[src/rtl/rle_stream_scheduler.sv]
// Frame scheduler: emits a header word, then shares one RLE output link among
// N_REQ run-word streams round-robin, one whole line per grant, until each stream has sent FRAME_H lines.
module rle_stream_scheduler #(
  parameter int                N_REQ    = 3,
  parameter int                WORD_W   = 11,
  parameter int                FRAME_H  = 480,
  parameter logic [WORD_W-1:0] HDR_WORD = {WORD_W{1'b1}}
) (
  input  logic                      CLK,
  input  logic                      reset,
  input  logic                      frame_start,
  input  logic [N_REQ-1:0]          req_valid,
  input  logic [N_REQ*WORD_W-1:0]   req_data,
  input  logic [N_REQ-1:0]          req_last,
  output logic [N_REQ-1:0]          req_ready,
  output logic                      out_valid,
  output logic [WORD_W-1:0]         out_data,
  output logic [1:0]                out_src,
  output logic                      out_last,
  input  logic                      out_ready,
  output logic                      busy,
  output logic                      frame_done,
  output logic                      overrun
);

  localparam int               CNT_W     = $clog2(FRAME_H + 1);
  localparam logic [CNT_W-1:0] CNT_MAX   = CNT_W'(FRAME_H);
  localparam logic [1:0]       HDR_SRC   = 2'(N_REQ);
  localparam logic [1:0]       LAST_INIT = 2'(N_REQ - 1);

  typedef enum logic [2:0] {IDLE, HEADER, ARB, XFER, DONE} state_t;

  state_t             state, state_nxt;
  logic [1:0]         grant, last_grant;
  logic [CNT_W-1:0]   line_cnt [N_REQ];
  logic [N_REQ-1:0]   eligible;
  logic               pick_found;
  logic [1:0]         pick_idx;
  logic               sel_valid, sel_last;
  logic [WORD_W-1:0]  sel_data;
  logic               line_end, all_done;

  always_comb begin
    for (int i = 0; i < N_REQ; i++) begin
      eligible[i] = req_valid[i] && (line_cnt[i] < CNT_MAX);
    end
  end

  // Round-robin: first look above last_grant, then wrap around to the bottom.
  always_comb begin
    pick_found = 1'b0;
    pick_idx   = 2'd0;
    for (int i = 0; i < N_REQ; i++) begin
      if (!pick_found && eligible[i] && (2'(i) > last_grant)) begin
        pick_found = 1'b1;
        pick_idx   = 2'(i);
      end
    end
    for (int i = 0; i < N_REQ; i++) begin
      if (!pick_found && eligible[i] && (2'(i) <= last_grant)) begin
        pick_found = 1'b1;
        pick_idx   = 2'(i);
      end
    end
  end

  always_comb begin
    sel_valid = 1'b0;
    sel_last  = 1'b0;
    sel_data  = '0;
    for (int i = 0; i < N_REQ; i++) begin
      if (grant == 2'(i)) begin
        sel_valid = req_valid[i];
        sel_last  = req_last[i];
        sel_data  = req_data[i*WORD_W +: WORD_W];
      end
    end
  end

  assign line_end = (state == XFER) && sel_valid && out_ready && sel_last;

  // Frame is complete when the granted stream's count after this line closes the set.
  always_comb begin
    all_done = 1'b1;
    for (int i = 0; i < N_REQ; i++) begin
      if (grant == 2'(i)) begin
        if (line_cnt[i] + CNT_W'(1) != CNT_MAX) all_done = 1'b0;
      end else if (line_cnt[i] != CNT_MAX) begin
        all_done = 1'b0;
      end
    end
  end

  always_comb begin
    state_nxt  = state;
    req_ready  = '0;
    out_valid  = 1'b0;
    out_data   = '0;
    out_src    = 2'd0;
    out_last   = 1'b0;
    frame_done = 1'b0;
    case (state)
      IDLE: begin
        if (frame_start) state_nxt = HEADER;
      end
      HEADER: begin
        out_valid = 1'b1;
        out_data  = HDR_WORD;
        out_src   = HDR_SRC;
        out_last  = 1'b1;
        if (out_ready) state_nxt = ARB;
      end
      ARB: begin
        if (pick_found) state_nxt = XFER;
      end
      XFER: begin
        out_valid = sel_valid;
        out_data  = sel_data;
        out_last  = sel_last;
        out_src   = grant;
        for (int i = 0; i < N_REQ; i++) begin
          req_ready[i] = (grant == 2'(i)) && out_ready;
        end
        if (line_end) state_nxt = all_done ? DONE : ARB;
      end
      DONE: begin
        frame_done = 1'b1;
        state_nxt  = IDLE;
      end
      default: state_nxt = IDLE;
    endcase
  end

  assign busy = (state != IDLE);

  always_ff @(posedge CLK) begin
    if (reset) begin
      state      <= IDLE;
      grant      <= 2'd0;
      last_grant <= LAST_INIT;
      overrun    <= 1'b0;
      for (int i = 0; i < N_REQ; i++) line_cnt[i] <= '0;
    end else begin
      state <= state_nxt;
      if (frame_start && (state != IDLE)) overrun <= 1'b1;
      if ((state == ARB) && pick_found) begin
        grant      <= pick_idx;
        last_grant <= pick_idx;
      end
      for (int i = 0; i < N_REQ; i++) begin
        if ((state == IDLE) && frame_start) begin
          line_cnt[i] <= '0;
        end else if (line_end && (grant == 2'(i))) begin
          line_cnt[i] <= line_cnt[i] + CNT_W'(1);
        end
      end
    end
  end

endmodule
[config.mk]
export PLATFORM = sky130hd
export DESIGN_NAME = rle_stream_scheduler
export DESIGN_NICKNAME = d
export VERILOG_FILES = /design/src/rtl/rle_stream_scheduler.sv
export SDC_FILE = /design/constraint.sdc
export NUM_CORES = 1
export LEC_CHECK = 0
export ABC_CLOCK_PERIOD_IN_PS = 2700
export BUFFER_PORTS_ARGS = -buffer_cell sky130_fd_sc_hd__buf_2
export CORE_MARGIN = 10
export CORE_UTILIZATION = 48
export CTS_BUF_LIST = sky130_fd_sc_hd__clkbuf_16
export DETAILED_ROUTE_END_ITERATION = 7
export PLACE_DENSITY = 0.74
export SYNTH_ARGS = -nofsm -noshare
export SYNTH_HDL_FRONTEND = slang
export SYNTH_SLANG_ARGS = --single-unit
[constraint.sdc]
create_clock -name CLK -period 2.7 [get_ports CLK]
set_clock_uncertainty 0.1 [all_clocks]
set_input_delay 0.135 -clock CLK [delete_from_list [all_inputs] [get_ports CLK]]
set_output_delay 0.135 -clock CLK [all_outputs]
set_load 0.005 [all_outputs]
==> results_dict.tcl <==
set metrics [dict create \
    final_cell_mix "63 x buf_2, 53 x nor2_1, 40 x a21oi_1" \
    whs_path_depth 2 \
    synth_ff_type "edfxtp_1" \
    setup_viol 0 \
    netlist_area_mm2 0.002524 \
    r2r_cells 7 \
    grt_pass1_wl_um 10760 \
    ys_seq_elements 34 \
    cts-root-buf "clkbuf_16" \
    drtIter0Drc 145 \
    postCtsSetupBuffers 0 \
    ant_nets 0 \
    cts_resized 0 \
    grtUsageMet2 0.2576 \
    grtUsageTotal 0.1494 \
    dp_slack_ns 0.4818 \
    yosysTopAreaCellShare 0.3213 \
    final_common_cell "buf_2" \
    syn-num-nets 348 \
    min_path_type "input pin to flip-flop" \
    wire_per_inst_um 15.12 \
    drc 0 \
    io_buffers 63 \
    fin_crit_ns 2.243 \
    ys_warn_count 0 \
    synth_top_area_cell "edfxtp_1" \
    crit_arrival_ns 2.37 \
    num_rows 26 \
    met3_usage 0.03632 \
    grt_max_degree 20 \
    start_kind "flip-flop" \
    syn2layout_area_growth_pct 21.77 \
    status "finished, final reports clean" \
    seqCellArea_um2 950.9 \
    crit_type "flip-flop to flip-flop" \
    peakVddDrop_mv 0.5355 \
    path_max_fanout 9 \
    max_freq_mhz 445.8 \
    start_util 0.4941 \
    post-route-period-util 0.8308 \
    async_flop_share 0 \
    power_leakage_nw 1.210 \
    cts_tree "done" \
    postSynthCellCount 298 \
    ios 64 \
    busiest_layer "met2" \
    relSlewSlack 0.6279 \
    tightestPinTransition_ns 0.5582 \
    drt-total-wl_um 6591 \
    firstDrtPassIters 4 \
    tns_ns 0 \
    ys_types 56 \
    ys_seq_area_frac 0.3768 \
    syn_area_per_cell_um2 8.469 \
    slew_violations 0 \
    drv_cap 0 \
    vias 2379 \
    rsz0062_at_grt "false" \
    clk_pin_slew_worst_paths_ns 0.05 \
    gp_congestion 0.8938 \
    fin_nets 415 \
    end_kind "flip-flop" \
    fp.dieH_um 92.51 \
    die_w_um 92.51 \
    synth_edf_count 27 \
    nFillCells 464 \
    cts-hold-fix-buffers 0 \
    required_ns 2.82 \
    drive_gt1_frac 0.2459 \
    clock_path_buffers 2 \
    hold_viol_final 0 \
    synth.area.top_cells "edfxtp_1 32%, a21oi_1 7.9%, nor2_1 7.9%" \
    clock_latency_ns 0.28 \
    grt_overflow 0 \
    p_per_area_mw_per_mm2 462.5 \
    grt_pass1_vias 2295 \
    setup_slack_ns 0.4570 \
    diodes 0 \
    antenna_found_initial 0 \
    final_util 0.6017 \
    met1_usage 0.1788 \
    core_mm2 0.005107 \
    cts_sinks 34 \
    multiInputGateArea_mm2 0.001461 \
    htree_num_levels 2 \
    cts_buffers 5 \
    dp_hpwl_um 5073 \
    viasPerCell 5.456 \
    dieArea_mm2 0.008558 \
]
## layout make-up
type / count / area share
clock buffer: 5 / 0.04072
sequential: 34 / 0.3094
inverter: 14 / 0.01710
clock inverter: 3 / 0.004072
tap: 70 / 0.02850
timing repair buffer: 72 / 0.1246
multi-input combinational: 238 / 0.4756
## cell usage after synthesis, drive strengths merged (2+ instances only)
library cell / instances
nor2: 54
a21oi: 40
o31ai: 2
inv: 14
buf: 5
o21ai: 8
nand4: 9
nor3: 8
nand3b: 2
edfxtp: 27
nand2: 20
nand3: 15
dfxtp: 7
ha: 7
clkbuf: 7
nand4b: 2
and2: 3
nor3b: 2
or3: 4
mux2i: 13
and3: 4
nor4b: 2
xnor2: 9
a31oi: 3
xor2: 12
## flip-flops by register name, summed over array words and instances (netlist names)
signal / cells
grant: 2
last_grant: 1
line_cnt: 27
overrun: 1
state: 3
## critical path, cell delays in order (launching register included)
cell and delay, ns:
edfxtp_1 0.49, ha_1 0.33, inv_1 0.12, nor4b_2 0.28
a311oi_1 0.07, or4_4 0.52, o21ai_2 0.08, and4_1 0.19
## report_power, final
part	switching (mW)	internal (mW)	leakage (nW)	total, mW
combinational	0.122	0.109	0.789	0.232
sequential	0.0485	0.601	0.349	0.650
clock	0.207	0.333	0.0724	0.540
## routing by layer
layer	routed length, um	part of all wire
met1	2878	0.44
met2	3187	0.48
met3	409	0.062
met4	116	0.018
met5	0	0
## metrics by stage
stage / hold WS [ns] / instance area (um^2) / cells / total power [mW]
4_1_cts: 0.04119 / 3073 / 436 / 1.433
3_3_place_gp: 0.3249 / 2935 / 428 / 0.8867
2_1_floorplan: 0.1041 / 2524 / 298 / 0.7883
5_1_grt: 0.05364 / 3073 / 436 / 1.482
3_5_place_dp: 0.3337 / 2935 / 428 / 0.8921
6_report: 0.04809 / 3073 / 436 / 1.421
## kinds of logic (layout without fill, tap and decap cells)
family          count (synthesis)  after routing  share of synthesized area
mux                            13             13                    0.05156
flops                          34             34                     0.3768
simple gates                  132            132                     0.2702
fa+ha+maj                       7              7                    0.03470
xor+xnor                       21             21                    0.07288
buf+inv                        26             94                    0.04413
compound gates                 65             65                     0.1497
## worst paths after layout
kind	slack (ns)	start	end
min reg2reg	0.37	overrun$_SDFFE_PP0P_	overrun$_SDFFE_PP0P_
max	0.46	line_cnt[2][0]$_SDFFCE_PN0P_	state[2]$_SDFFE_PP0P_
min	0.05	reset	grant[0]$_SDFFE_PP0P_
max reg2reg	0.46	line_cnt[2][0]$_SDFFCE_PN0P_	state[2]$_SDFFE_PP0P_
(Power assumes the default switching activity.)
